## src/rtl/bin_to_bcd_seq.sv

```systemverilog
// Sequential binary-to-BCD converter (shift-and-add-3), one input bit per clock.
// start/busy/done handshake; bcd/overflow are registered and hold between conversions.
module bin_to_bcd_seq #(
  parameter int WIDTH  = 16,
  parameter int DIGITS = 5
) (
  input  logic                  clk,
  input  logic                  reset,
  input  logic                  start,
  input  logic [WIDTH-1:0]      bin,
  output logic                  busy,
  output logic                  done,
  output logic [4*DIGITS-1:0]   bcd,
  output logic                  overflow,
  output logic                  dbg_state
);

  // Handshake: start is sampled only while idle (busy=0); a start seen while
  // busy=1 is dropped. done is a single-cycle pulse marking new bcd/overflow.
  localparam int BW = 4 * DIGITS;
  localparam int CW = $clog2(WIDTH + 1);
  localparam logic [CW-1:0] CNT_INIT = CW'(WIDTH);
  localparam logic [CW-1:0] CNT_ONE  = CW'(1);

  typedef enum logic {IDLE = 1'b0, CONV = 1'b1} state_t;

  state_t           r_state;
  logic [WIDTH-1:0] r_shift;
  logic [BW-1:0]    r_work;
  logic             r_ovf;
  logic [CW-1:0]    r_cnt;
  logic             r_busy;
  logic             r_done;
  logic [BW-1:0]    r_bcd;
  logic             r_overflow;

  logic [BW-1:0]    w_adj;
  logic [BW-1:0]    w_next_work;
  logic [WIDTH-1:0] w_next_shift;
  logic             w_out_bit;

  // Digits are corrected independently; no carry crosses a digit boundary.
  always_comb begin
    w_adj = r_work;
    for (int k = 0; k < DIGITS; k++) begin
      if (r_work[4*k +: 4] >= 4'd5)
        w_adj[4*k +: 4] = r_work[4*k +: 4] + 4'd3;
    end
    w_next_work  = {w_adj[BW-2:0], r_shift[WIDTH-1]};
    w_next_shift = {r_shift[WIDTH-2:0], 1'b0};
    w_out_bit    = w_adj[BW-1];
  end

  always_ff @(posedge clk or negedge reset) begin
    if (!reset) begin
      r_state    <= IDLE;
      r_shift    <= '0;
      r_work     <= '0;
      r_ovf      <= 1'b0;
      r_cnt      <= '0;
      r_busy     <= 1'b0;
      r_done     <= 1'b0;
      r_bcd      <= '0;
      r_overflow <= 1'b0;
    end else begin
      r_done <= 1'b0;
      case (r_state)
        IDLE: begin
          if (start) begin
            r_shift <= bin;
            r_work  <= '0;
            r_ovf   <= 1'b0;
            r_cnt   <= CNT_INIT;
            r_busy  <= 1'b1;
            r_state <= CONV;
          end
        end
        CONV: begin
          r_work  <= w_next_work;
          r_shift <= w_next_shift;
          r_ovf   <= r_ovf | w_out_bit;
          r_cnt   <= r_cnt - CNT_ONE;
          // Last bit: publish the result including this edge's shifted-out bit.
          if (r_cnt == CNT_ONE) begin
            r_bcd      <= w_next_work;
            r_overflow <= r_ovf | w_out_bit;
            r_done     <= 1'b1;
            r_busy     <= 1'b0;
            r_state    <= IDLE;
          end
        end
        default: r_state <= IDLE;
      endcase
    end
  end

  assign busy      = r_busy;
  assign done      = r_done;
  assign bcd       = r_bcd;
  assign overflow  = r_overflow;
  assign dbg_state = (r_state == CONV);

endmodule

```

## config.mk

```make
export PLATFORM = sky130hd
export DESIGN_NAME = bin_to_bcd_seq
export DESIGN_NICKNAME = d
export VERILOG_FILES = /design/src/rtl/bin_to_bcd_seq.sv
export SDC_FILE = /design/constraint.sdc
export NUM_CORES = 1
export LEC_CHECK = 0
export CAP_MARGIN = 0
export CORE_MARGIN = 5
export CORE_UTILIZATION = 49
export CTS_CLUSTER_DIAMETER = 40
export DETAILED_ROUTE_END_ITERATION = 7
export PLACE_DENSITY = 0.75
export SLEW_MARGIN = 20
export SYNTH_ARGS = -nofsm -noshare
export SYNTH_HDL_FRONTEND = slang
export SYNTH_SLANG_ARGS = --single-unit
export TNS_END_PERCENT = 30
```

## constraint.sdc

```tcl
create_clock -name clk -period 1.5 [get_ports clk]
set_clock_uncertainty 0.15 [all_clocks]
set_input_delay 0.3 -clock clk [delete_from_list [all_inputs] [get_ports clk]]
set_output_delay 0.3 -clock clk [all_outputs]
set_load 0.005 [all_outputs]
```

==> metrics.log <==
[metrics] buffers and inverters on the worst path: 1
[metrics] drt pass-1 iters: 4
[metrics] core area: about 6400 um2
[metrics] startpoint-to-endpoint class of the critical path: reg2reg
[metrics] Detail Placement HPWL: 4500 um
[metrics] post-synthesis cell type count: 32
[metrics] Synth-to-Final Area Change: 38.32%
[metrics] antenna violations before repair: 0
[metrics] Die Outline Area: 8343 um2
[metrics] most repeated cell in the gate-level netlist after synthesis: sky130_fd_sc_hd__dfrtp_1
[metrics] reg-to-reg critical path endpoint: bcd[18]
[metrics] number of design-rule violations left by the first detailed-router iteration: 63
[metrics] cells on worst reg2reg path: 6
[metrics] worst supply voltage drop on vdd: 0.001382 V
[metrics] yosys synthesis warning count: 0
[metrics] Post-synth top cells: sky130_fd_sc_hd__dfrtp_1, sky130_fd_sc_hd__nand2_1, sky130_fd_sc_hd__mux2i_1
[metrics] final net count: 412
[metrics] synthesized netlist net count: 330
[metrics] post-synth top area share: 50.95%
[metrics] clock tree from TritonCTS: yes
[metrics] mean area per synthesized cell: 10.84 um2
[metrics] Worst EP arrival: 1.69 ns
[metrics] # Max-Cap Violations: 0
[metrics] Row Count: 29
[metrics] final weighted congestion of routability-driven global placement: 0.7722
[metrics] maximum number of pins on one net before global-route repair: 67
[metrics] number of vias in the routed layout: 2,398
[metrics] width of the chip: ~91 um
[metrics] total I/O pin count: 43
[metrics] Setup Total Neg Slack: -0.9683 ns
[metrics] register-to-register setup slack: -0.12 ns
[metrics] most common flop cell mapped by yosys: sky130_fd_sc_hd__dfrtp_1
[metrics] post-place setup slack: -0.2342 ns
[metrics] global-route wire length before repair: 11,250 um
[metrics] failing checks: setup timing
[metrics] clock buffer count from CTS: 9
[metrics] Syn Std Cell Area: around 3200 um2
[metrics] CP top delay family: flip-flops
[metrics] ratio of cells with drive above 1 in the final layout: approximately a third
[metrics] Worst Max-Slew Pin Slew: 0.3521 ns
[metrics] vias in the first global route: 2,407
[metrics] initial standard-cell utilization of the core: 50.76%
[metrics] kind of end point of the critical path: flip-flop
[metrics] Port-buffer cells: between 40 and 50
[metrics] area leader, netlist: sky130_fd_sc_hd__dfrtp_1
[metrics] GRT Residual Overflow: 0
[metrics] sequential share of the synthesized area: 50.95%
[metrics] capture endpoint of the worst hold path: bcd[12]
[metrics] RSZ-0062 raised after global routing: yes
[metrics] post-synthesis sequential element count: 66
[metrics] Placed Cells: 439
[metrics] n_diodes: 0
[metrics] Die Height: 91.34 um
[metrics] Min-Delay Path Depth: 2
[metrics] count of antenna-violating nets left after detailed routing: 0
[metrics] overall fraction of global-route tracks in use: ~17%
[metrics] post-route insts no fill: 463
[metrics] insertion delay of the later-clocked pin in the worst-skew pair: approximately 0.34 ns
[metrics] power per cell area: 2118 nW/um2
[metrics] biggest fanout along the worst timing path: 3
[metrics] number of vias per cell: 5.179
[metrics] fraction of registers with async set/reset: between 90% and 100%
[metrics] fmax: 619.0 MHz
[metrics] count of flip-flops with a built-in enable after synthesis: 0
[metrics] filler cell count: about 470
[metrics] clock tree buffer depth: 2
[metrics] time the worst path needs with I/O delays and setup: 1.615 ns
[metrics] Synth area leaders: sky130_fd_sc_hd__dfrtp_1, sky130_fd_sc_hd__mux2i_1, sky130_fd_sc_hd__nand2_1, sky130_fd_sc_hd__ha_1, sky130_fd_sc_hd__o21ai_0
[metrics] number of hold violations in the final report: 0
[metrics] register clock-pin slew on the reported worst setup and hold paths: about 0.060 ns
[metrics] max incr delay on CP: 0.40 ns
[metrics] Worst Hold Class: reg2reg
[metrics] Final Routed Wirelength: around 6800 um
[metrics] launch point of the worst hold path: bcd[12]
[metrics] cells traversed along the worst timing path: inv_2, ha_4, nand2b_4, a21oi_4, mux2i_1, mux2_2
[metrics] startpoint type of the worst setup path: flip-flop
[metrics] worst setup margin: -0.1155 ns
[metrics] total clock sinks: 66
[metrics] required arrival time at the worst endpoint: approximately 1.6 ns
[metrics] period utilization: 107.7%
[metrics] Cells after Synth: 299
[metrics] result of the run: finished with violations
[metrics] startpoint of the worst register-to-register path: r_work[17]
[metrics] slew margin rel.: between 70% and 80%
[metrics] number of H-tree levels: 3
[metrics] highest-delay cell along the critical path: sky130_fd_sc_hd__dfrtp_1
[metrics] root cell of the clock tree: sky130_fd_sc_hd__clkbuf_8
[metrics] drt drc: 0
[metrics] pins over their slew limit: 0
[metrics] wire length per cell: 14.60 um
[metrics] total setup violations reported at the end of the flow: 14
[metrics] leakage power: around 0.0022 uW
==> worst register-to-register path, delay by kind of cell (launching register included) <==
family / cells / cell delay (ns)
buf+inv: 1 / 0.09
compound gates: 1 / 0.17
simple gates: 1 / 0.16
fa+ha+maj: 1 / 0.16
flops: 1 / 0.40
mux: 2 / 0.38
==> worst max path at each step <==
stage / startpoint / endpoint / slack (ns) / cells after the start
floorplan: r_work[0] / bcd[2] / -0.02 / 6
finish: r_work[17] / bcd[18] / -0.12 / 6
detailed placement: start / r_shift[1] / -0.23 / 4
global placement: start / r_shift[2] / -0.19 / 4
global route: r_work[17] / bcd[18] / -0.19 / 6
CTS: r_work[16] / bcd[18] / -0.12 / 6
==> final cells by class <==
type,count,area [um2],area share [%]
multi-input cells,204,1715,38.25
flip-flops and latches,66,1655,36.91
repair buffers,85,757.0,16.88
clock buffers,14,162.7,3.627
well taps,77,96.34,2.148
inverters,14,57.56,1.283
clock inverters,2,35.03,0.7813
repair inverters,1,5.005,0.1116
==> per-stage QoR <==
step | area (um2) | hold slack (ns) | total power, uW | util [%]
5_1_grt | 4484 | 0.3479 | 10260 | 70.22
3_3_place_gp | 4009 | 0.1947 | 7137 | 62.77
6_report | 4484 | 0.3193 | 9497 | 70.22
4_1_cts | 4290 | 0.3246 | 9008 | 67.18
2_1_floorplan | 3303 | -0.1456 | 5670 | -
3_5_place_dp | 4009 | 0.1983 | 7326 | 62.77
==> cells by family after synthesis <==
family	count (synthesis)	share of synthesized area [%]
AO/OA/AOI/OAI	65	12.31
adder cells (fa/ha/maj)	12	4.631
AND/OR/NAND/NOR	78	12.00
XOR/XNOR	8	2.161
multiplexers	41	13.16
flip-flops	66	50.95
buffers and inverters	29	4.785
==> repair_timing <==
item | CTS | global route
gates resized for setup | 38 | 48
hold buffers | 1 | 0
cloned | 0 | 1
endpoints found under the setup margin | 44 | 39
buffers inserted | 5 | 1
pin swaps | 3 | 12
hold endpoints to repair | 66 | 0
==> placed cells by master, fill, tap and decap left out, types with 2 or more instances in the layout <==
cell type / instances
sky130_fd_sc_hd__xor2_1: 3
sky130_fd_sc_hd__a21oi_1: 9
sky130_fd_sc_hd__a22o_1: 2
sky130_fd_sc_hd__clkbuf_8: 11
sky130_fd_sc_hd__ha_4: 8
sky130_fd_sc_hd__a21oi_4: 5
sky130_fd_sc_hd__nor2_1: 4
sky130_fd_sc_hd__a21oi_2: 2
sky130_fd_sc_hd__nor3b_2: 2
sky130_fd_sc_hd__mux2i_2: 2
sky130_fd_sc_hd__o21ai_2: 8
sky130_fd_sc_hd__xnor2_1: 3
sky130_fd_sc_hd__buf_6: 5
sky130_fd_sc_hd__o21ai_1: 6
sky130_fd_sc_hd__dfrtp_1: 63
sky130_fd_sc_hd__nand2b_4: 6
sky130_fd_sc_hd__inv_2: 10
sky130_fd_sc_hd__ha_2: 3
sky130_fd_sc_hd__o31ai_1: 2
sky130_fd_sc_hd__buf_12: 2
sky130_fd_sc_hd__inv_1: 3
sky130_fd_sc_hd__clkbuf_1: 3
sky130_fd_sc_hd__mux2_2: 3
sky130_fd_sc_hd__clkinv_2: 2
sky130_fd_sc_hd__buf_4: 35
sky130_fd_sc_hd__nor3b_1: 12
sky130_fd_sc_hd__dlygate4sd2_1: 24
sky130_fd_sc_hd__dfrtp_2: 3
sky130_fd_sc_hd__nor3_1: 4
sky130_fd_sc_hd__mux2i_1: 29
sky130_fd_sc_hd__a21o_1: 8
sky130_fd_sc_hd__clkdlybuf4s50_1: 16
sky130_fd_sc_hd__o21ai_0: 23
sky130_fd_sc_hd__mux2_4: 7
sky130_fd_sc_hd__nand2_1: 44
==> report_power, final <==
| part | leakage [uW] | switching, uW | internal [uW] | total, uW |
|---|---|---|---|---|
| clock network | 0.000101 | 654 | 859 | 1510 |
| registers | 0.000830 | 632 | 2550 | 3180 |
| logic | 0.00124 | 2140 | 2660 | 4800 |
| total | 0.00217 | 3430 | 6070 | 9500 |
==> state kept, by name (all words and copies together) (netlist names) <==
| name | count |
|---|---|
| bcd | 20 |
| r_shift | 16 |
| done | 1 |
| r_cnt | 5 |
| r_ovf | 1 |
| busy | 1 |
| overflow | 1 |
| dbg_state | 1 |
| r_work | 20 |
==> routing by layer <==
metal  track usage, %  vias to the layer above  share of wire (%)
li1                 -                     1189                  -
met1            21.10                     1163                 44
met2            27.16                       33                 50
met3            3.223                       13                3.9
met4            8.680                        0                2.1
met5                0                        -                  0
Note: power is estimated with default switching activity, not from simulation.
